--- src/rtl/itr_sched.sv ---
// Interrupt scheduler: edge-latched pending bits, writable mask, fixed
// priority (index 0 highest), one itr pulse per service, GAP idle cycles
// after each return before the next fire.
// Optional: define ITR_TMO_EN to add a SERVICE timeout (TMOUT cycles)
// with a sticky err flag; without it SERVICE waits forever and err is 0.
//
// state   | meaning
// --------+-----------------------------------------------------------
// IDLE    | waiting: count down gap, then fire on any eligible source
// FIRE    | itr pulse cycle, itr_id names the chosen source
// SERVICE | waiting for itr_done (or timeout when ITR_TMO_EN)
module itr_sched #(
  parameter int NSRC  = 4,
  parameter int GAP   = 4,
  parameter int TMOUT = 255
) (
  input  logic                    clk,
  input  logic                    rst,
  input  logic [NSRC-1:0]         irq_in,
  input  logic                    mask_wr,
  input  logic [NSRC-1:0]         mask_data,
  input  logic                    itr_done,
  output logic                    itr,
  output logic [$clog2(NSRC)-1:0] itr_id,
  output logic                    busy,
  output logic [NSRC-1:0]         pend,
  output logic                    err
);
  localparam int IDW = $clog2(NSRC);
  // +2 keeps the width at least 1 even when GAP is 0
  localparam int GW  = $clog2(GAP + 2);

  typedef enum logic [1:0] {IDLE, FIRE, SERVICE} state_t;

  state_t          state, state_nxt;
  logic [NSRC-1:0] mask, irq_prev, eligible, rise, clr;
  logic [GW-1:0]   gap_cnt, gap_nxt;
  logic [IDW-1:0]  winner, id_nxt;
  logic            tmo_expired;

  assign rise     = irq_in & ~irq_prev;
  assign eligible = pend & mask;

  // lowest set index of eligible wins
  always_comb begin
    winner = '0;
    for (int i = NSRC - 1; i >= 0; i--) begin
      if (eligible[i]) winner = IDW'(i);
    end
  end

  // next state, gap countdown, id latch and pend clear
  always_comb begin
    state_nxt = state;
    gap_nxt   = gap_cnt;
    id_nxt    = itr_id;
    clr       = '0;
    case (state)
      IDLE: begin
        if (gap_cnt != '0) begin
          gap_nxt = gap_cnt - 1'b1;
        end else if (eligible != '0) begin
          state_nxt   = FIRE;
          id_nxt      = winner;
          clr[winner] = 1'b1;
        end
      end
      FIRE: state_nxt = SERVICE;
      SERVICE: begin
        if (itr_done || tmo_expired) begin
          state_nxt = IDLE;
          gap_nxt   = GW'(GAP);
        end
      end
      default: state_nxt = IDLE;
    endcase
  end

  // state, registered outputs, pending/mask/edge-history registers
  always_ff @(posedge clk) begin
    if (!rst) begin
      state    <= IDLE;
      itr      <= 1'b0;
      itr_id   <= '0;
      busy     <= 1'b0;
      pend     <= '0;
      mask     <= '1;
      irq_prev <= '0;
      gap_cnt  <= '0;
    end else begin
      state    <= state_nxt;
      itr      <= (state_nxt == FIRE);
      busy     <= (state_nxt != IDLE);
      itr_id   <= id_nxt;
      gap_cnt  <= gap_nxt;
      // a new edge on the bit being serviced wins over its clear
      pend     <= (pend & ~clr) | rise;
      irq_prev <= irq_in;
      if (mask_wr) mask <= mask_data;
    end
  end

`ifdef ITR_TMO_EN
  localparam int TW = $clog2(TMOUT + 1);
  logic [TW-1:0] tmo_cnt;

  // down-counter loaded in FIRE; terminal count in SERVICE means
  // TMOUT service cycles have elapsed
  assign tmo_expired = (state == SERVICE) && (tmo_cnt == '0);

  // timeout counter and sticky error; a same-cycle itr_done is a normal return
  always_ff @(posedge clk) begin
    if (!rst) begin
      tmo_cnt <= '0;
      err     <= 1'b0;
    end else begin
      if (state == FIRE) begin
        tmo_cnt <= TW'(TMOUT - 1);
      end else if (state == SERVICE && tmo_cnt != '0) begin
        tmo_cnt <= tmo_cnt - 1'b1;
      end
      if (tmo_expired && !itr_done) err <= 1'b1;
    end
  end
`else
  assign tmo_expired = 1'b0;
  assign err         = 1'b0;
`endif

endmodule

--- config.mk ---
export PLATFORM = sky130hd
export DESIGN_NAME = itr_sched
export DESIGN_NICKNAME = d
export VERILOG_FILES = /design/src/rtl/itr_sched.sv
export SDC_FILE = /design/constraint.sdc
export NUM_CORES = 1
export LEC_CHECK = 0
export ABC_AREA = 1
export CAP_MARGIN = 20
export CORE_UTILIZATION = 42
export DETAILED_ROUTE_END_ITERATION = 16
export GPL_TIMING_DRIVEN = 0
export PLACE_DENSITY = 0.77
export SLEW_MARGIN = 5
export SYNTH_ARGS = -nofsm -noshare
export SYNTH_HDL_FRONTEND = slang
export SYNTH_SLANG_ARGS = --single-unit
export TNS_END_PERCENT = 10
--- constraint.sdc ---
create_clock -name clk -period 1.1 [get_ports clk]
set_clock_uncertainty 0.05 [all_clocks]
set_input_delay 0.33 -clock clk [delete_from_list [all_inputs] [get_ports clk]]
set_output_delay 0.33 -clock clk [all_outputs]
set_load 0.01 [all_outputs]
==> summary.md, run 1 <==
| Metric | Value |
|---|---|
| Max Slew Vio Count | `0` |
| Final period utilization | `1.09` |
| Most common cell in the netlist | `nand2_1` |
| DIE AREA | `2280 um^2` |
| First-pass GRT wire length | `2.46 mm` |
| Max cap viols | `0` |
| Placed cell count | `159` |
| Power per cell area | `2320 nW/um^2` |
| Met3 GRT Util | `0.0679` |
| CTS clk-pin slew, worst paths | `0.12 ns` |
| Leading area contributor after synthesis | `dfxtp_1` |
| Mapped Area | `877 um^2` |
| Gate Count Post-Synth | `113` |
| Clk root buf | `clkbuf_4` |
| Post-DP HPWL | `1.13 mm` |
| CP endpoint kind | `flip-flop` |
| Met2 Use GR | `0.265` |
| Clk buf depth | `2` |
| Non-filler cells, final | `172` |
| Synth area leaders | `dfxtp_1, nand2_1, nand3_1` |
| Die Width | `47.7 um` |
| Yosys warns | `0` |
| Worst endpoint required time | `1.26 ns` |
| Final setup violation count | `18` |
| Routed vias/inst | `4.49` |
| Gp weighted congestion | `0.791` |
| Crit Path Class | `reg -> reg` |
| Core Area | `1960 um^2` |
| Crit path time final | `1.20 ns` |
| Leak | `0.611 nW` |
| Area grow syn2layout | `41.4%` |
| Worst setup SP type | `flip-flop` |
| GR Overflow Total | `0` |
| PortBufs | `19` |
| Gr busiest metal | `met2` |
| Largest net degree at the start of global routing | `13` |
| CP Data Arrival Time | `1.36 ns` |
| #FFs+latches synth | `21` |
| Global Route met1 Usage | `0.194` |
| Drt wl/cell | `9.53 um` |
| Top cell type's share of synthesized area | `0.479` |
| VDD IR max | `0.00164 V` |
| CTS tree | `done` |
| Antenna Nets Post-Route | `0` |
| Hold Vio Cnt, Final | `0` |
| F_max | `833 MHz` |
| Hold_buf cts | `0` |
| Synth cell count leaders | `nand2_1, dfxtp_1, inv_1` |
| Rows | `16` |
| Fraction of layout cells with a size suffix above 1 | `0.352` |
| Outcome | `finished, violations left` |
| RSZ-0062 raised after global routing | `yes` |
| Clk_lat worst skew | `0.30 ns` |
| Num ports | `21` |
| # diodes | `0` |
| Vert. Die Dim | `47.7 um` |
| Number of distinct library cells after synthesis | `20` |
| Vias after detailed routing | `772` |
| # H-tree levels | `1` |
| Drt drc | `0` |
| Primary FF master, synth | `dfxtp_1` |
| First DRT Iteration DRCs | `19` |
| R2R Setup Slk | `-0.10 ns` |
| Mapped Nets | `127` |
| EDFF count, synth | `0` |
| Final wirelength | `1.64 mm` |
| Final worst slack | `-0.101 ns` |
| Vias in the first global route | `627` |
| NumNets Final | `160` |
| Pwr Total | `2.88 mW` |
| Starting Density | `0.447` |
| Failing checks | `negative setup slack` |
| Avg Inst Size Synth | `7.76 um^2` |
| Asr flop ratio synth | `0` |
| All-Layer GR Usage | `0.155` |
| CP max FO | `6` |
| Sequential share of the synthesized area | `0.479` |
| First drt pass iteration count | `4` |
| Fillers | `178` |
| Initial antenna violation count | `0` |
| CTS Buf Count | `3` |
| Utilization after layout | `0.632` |
| Clock sinks | `21` |
| Hold crit path type | `in -> reg` |
## worst max-delay path: stages, from the launching register on
cell and delay, ns:
dfxtp_2 0.34, inv_2 0.07, ha_4 0.14, nand3_4 0.09, nor2_8 0.14, nand2_1 0.07, o21bai_1 0.13, nand2_1 0.07
## worst paths after layout
| kind | startpoint | to | depth (start not counted) |
|---|---|---|---|
| setup / recovery | gap_cnt[1] | pend[3] | 7 |
| hold / removal | rst | irq_prev[3] | 3 |
| setup reg to reg | gap_cnt[1] | pend[3] | 7 |
| hold reg to reg | irq_prev[1] | pend[1] | 1 |
## cell usage in the layout, fill, tap and decap left out, drive strengths merged
cell and instances:
a21oi 6, or2 2, nor2 10, clkinv 1, a21boi 1, conb 1
o21bai 1, nand3 12, ha 2, buf 19, clkdlybuf4s50 10, nand2 32
inv 16, o21ai 7, clkbuf 3, dfxtp 21, dlymetal6s2s 1
## per-stage QoR
| step | TNS [ns] | hold WS (ns) | cell area, um^2 | worst slack, ns |
|---|---|---|---|---|
| final | -0.740 | 0.341 | 1240 | -0.101 |
| after global routing | -1.81 | 0.367 | 1240 | -0.154 |
| after CTS | -0.896 | 0.365 | 1210 | -0.100 |
| after detailed placement | -6.54 | 0.365 | 1110 | -0.390 |
| after global placement | -6.49 | 0.356 | 1110 | -0.366 |
| after floorplan | -0.0608 | 0.349 | 891 | -0.0458 |
## per-layer routing
layer / share of wire / up-vias
met5: 0 / -
met4: 0 / 0
met3: 0.057 / 0
met2: 0.49 / 25
met1: 0.45 / 335
li1: - / 412
## kinds of logic after synthesis
logic type | synth area share
AND/OR/NAND/NOR | 0.307
flip-flops | 0.479
buffers and inverters | 0.0856
AO/OA/AOI/OAI | 0.0956
adder cells (fa/ha/maj) | 0.0285
other | 0.00428
## power breakdown
part	internal, mW	total (mW)	leakage (nW)	switching (mW)
logic	0.691	1.43	0.415	0.738
clock network	0.136	0.371	0.0177	0.235
registers	0.956	1.08	0.177	0.122
## flip-flops by register name, indices dropped and copies added, names as in the netlist
name and flops:
irq_prev 4, itr 1, itr_id 2, busy 1, pend 4, mask 4
gap_cnt 3, state 2
## cell type report
cell class,instances,area (um^2),area share
Buffer,2,15.0,0.0121
Clock buffer,3,22.5,0.0182
Clock inverter,1,5.00,0.00404
Inverter,16,60.1,0.0484
Multi-Input combinational cell,74,407,0.328
Sequential cell,21,433,0.349
Tap cell,27,33.8,0.0272
Timing Repair Buffer,28,264,0.213
## timing repair
item / CTS / global route
resized for setup: 48 / 7
endpoints found under the setup margin: 17 / 26
pin swaps: 4 / 1
hold endpoints to repair: 0 / 0
buffers inserted: 7 / 2
(Power assumes the default switching activity.)
==> run 2: changes to the inputs <==
--- a/config.mk
+++ b/config.mk
@@ -9,7 +9,6 @@
 export CAP_MARGIN = 20
 export CORE_UTILIZATION = 42
 export DETAILED_ROUTE_END_ITERATION = 16
-export GPL_TIMING_DRIVEN = 0
 export PLACE_DENSITY = 0.77
 export SLEW_MARGIN = 5
 export SYNTH_ARGS = -nofsm -noshare
==> summary.md, run 2 (synthesis gave the netlist of run 1 again) <==
| Metric | Value |
|---|---|
| Largest net degree at the start of global routing | `13` |
| Most common cell after layout, fill and taps aside | `nand2_1` |
| # H-tree levels | `1` |
| Utilization after layout | `0.639` |
| Initial antenna violation count | `0` |
| NumNets Final | `162` |
| Vias in the first global route | `714` |
| Worst setup endpoint | `pend[3]` |
| Pwr Total | `2.91 mW` |
| Final setup violation count | `17` |
| First drt pass iteration count | `4` |
| Place WS | `-0.339 ns` |
| Top flop regs | `irq_prev x4, mask x4, pend x4` |
| Final worst slack | `-0.117 ns` |
| R2R Setup Slk | `-0.12 ns` |
| Starting Density | `0.447` |
| Clk_lat worst skew | `0.30 ns` |
| Rows | `16` |
| Num ports | `21` |
| Max cap viols | `0` |
| Die Width | `47.7 um` |
| Placed cell count | `168` |
| Most frequent cells in the layout | `nand2_1, buf_4, nand3_1, dfxtp_1, clkdlybuf4s50_1` |
| DP Area | `1180 um^2` |
| Critical R2R Capture | `pend[3]` |
| Final wirelength | `1.83 mm` |
| Routed vias/inst | `4.69` |
| Clk buf depth | `2` |
| Vert. Die Dim | `47.7 um` |
| DIE AREA | `2280 um^2` |
| Crit path time final | `1.22 ns` |
| Clock sinks | `21` |
| CP max FO | `6` |
| CP endpoint kind | `flip-flop` |
| Non-filler cells, final | `174` |
| Antenna Nets Post-Route | `0` |
| Hold_buf cts | `0` |
| # diodes | `0` |
| CTS clk-pin slew, worst paths | `0.11 ns` |
| CTS tree | `done` |
| F_max | `822 MHz` |
| VDD IR max | `0.00105 V` |
| RSZ-0062 raised after global routing | `yes` |
| Final period utilization | `1.11` |
| Storage element area | `433 um^2` |
| Power per cell area | `2320 nW/um^2` |
| PortBufs | `19` |
| Worst endpoint required time | `1.26 ns` |
| Drt drc | `0` |
| Final hold slack | `0.360 ns` |
| Vias after detailed routing | `816` |
| Crit Path Class | `reg -> reg` |
| Area occupied by multi-input gates | `408 um^2` |
| Area grow syn2layout | `42.9%` |
| GR Overflow Total | `0` |
| Failing checks | `negative setup slack` |
| Leak | `0.611 nW` |
| Worst setup SP type | `flip-flop` |
| All-Layer GR Usage | `0.186` |
| Post-DP HPWL | `1.39 mm` |
| Max Slew Vio Count | `0` |
| Core Area | `1960 um^2` |
| FF-to-FF path depth | `7` |
| Setup TNS | `-0.725 ns` |
| First-pass GRT wire length | `2.83 mm` |
| First DRT Iteration DRCs | `7` |
| Fillers | `193` |
| Outcome | `finished, violations left` |
| Fraction of layout cells with a size suffix above 1 | `0.347` |
| Hold Vio Cnt, Final | `0` |
| Clk root buf | `clkbuf_4` |
| Drt wl/cell | `10.5 um` |
| Hold crit path type | `reg -> reg` |
| Worst Setup SP | `gap_cnt[0]` |
| R2R Path Start | `gap_cnt[0]` |
| Gp weighted congestion | `0.820` |
| CP Data Arrival Time | `1.38 ns` |
| Final instance area | `1250 um^2` |
| CTS Buf Count | `3` |
-- run 2: cell count changes in the layout (fill, tap and decap cells not counted), sizes merged --
cell and delta:
buf +2, clkdlybuf4s50 +1, dlymetal6s2s -1
-- run 2: worst max-delay path, stage by stage, from the launching register on --
cell      delay, ns
dfxtp_2        0.34
inv_2          0.07
ha_4           0.14
nand3_4        0.09
nor2_8         0.14
nand2_1        0.07
o21bai_1       0.15
nand2_1        0.07
-- run 2: routing by layer --
layer,up-vias,wire (um),GRT usage
li1,416,-,-
met1,375,742,0.208
met2,20,969,0.311
met3,5,79,0.0415
met4,0,40,0.128
met5,-,0,0
-- run 2: how the worst min path moves through the flow --
stage	start	endpoint	slack (ns)	cells past startpoint
final	irq_prev[1]	pend[1]	0.36	1
after floorplan	irq_prev[0]	pend[0]	0.35	1
after global routing	irq_prev[1]	pend[1]	0.38	1
after detailed placement	irq_prev[1]	pend[1]	0.37	1
after CTS	irq_prev[0]	pend[0]	0.38	1
after global placement	irq_prev[1]	pend[1]	0.36	1
-- run 2: final cells by class --
type,count,share of cell area
Clock inverter,1,0.00399
Tap cell,27,0.0269
Timing Repair Buffer,32,0.233
Inverter,16,0.0479
Multi-Input combinational cell,74,0.325
Sequential cell,21,0.345
Clock buffer,3,0.0180
-- run 2: timing repair --
action                     CTS  global route
cloned                       0             0
gates resized for setup     47             9
setup endpoints to repair   18            21
pin swaps                    3             2
buffers inserted             0             2
-- run 2: report_power, final --
part	total [mW]	internal, mW	switching (mW)
logic	1.45	0.697	0.751
clock network	0.372	0.136	0.236
registers	1.09	0.956	0.131
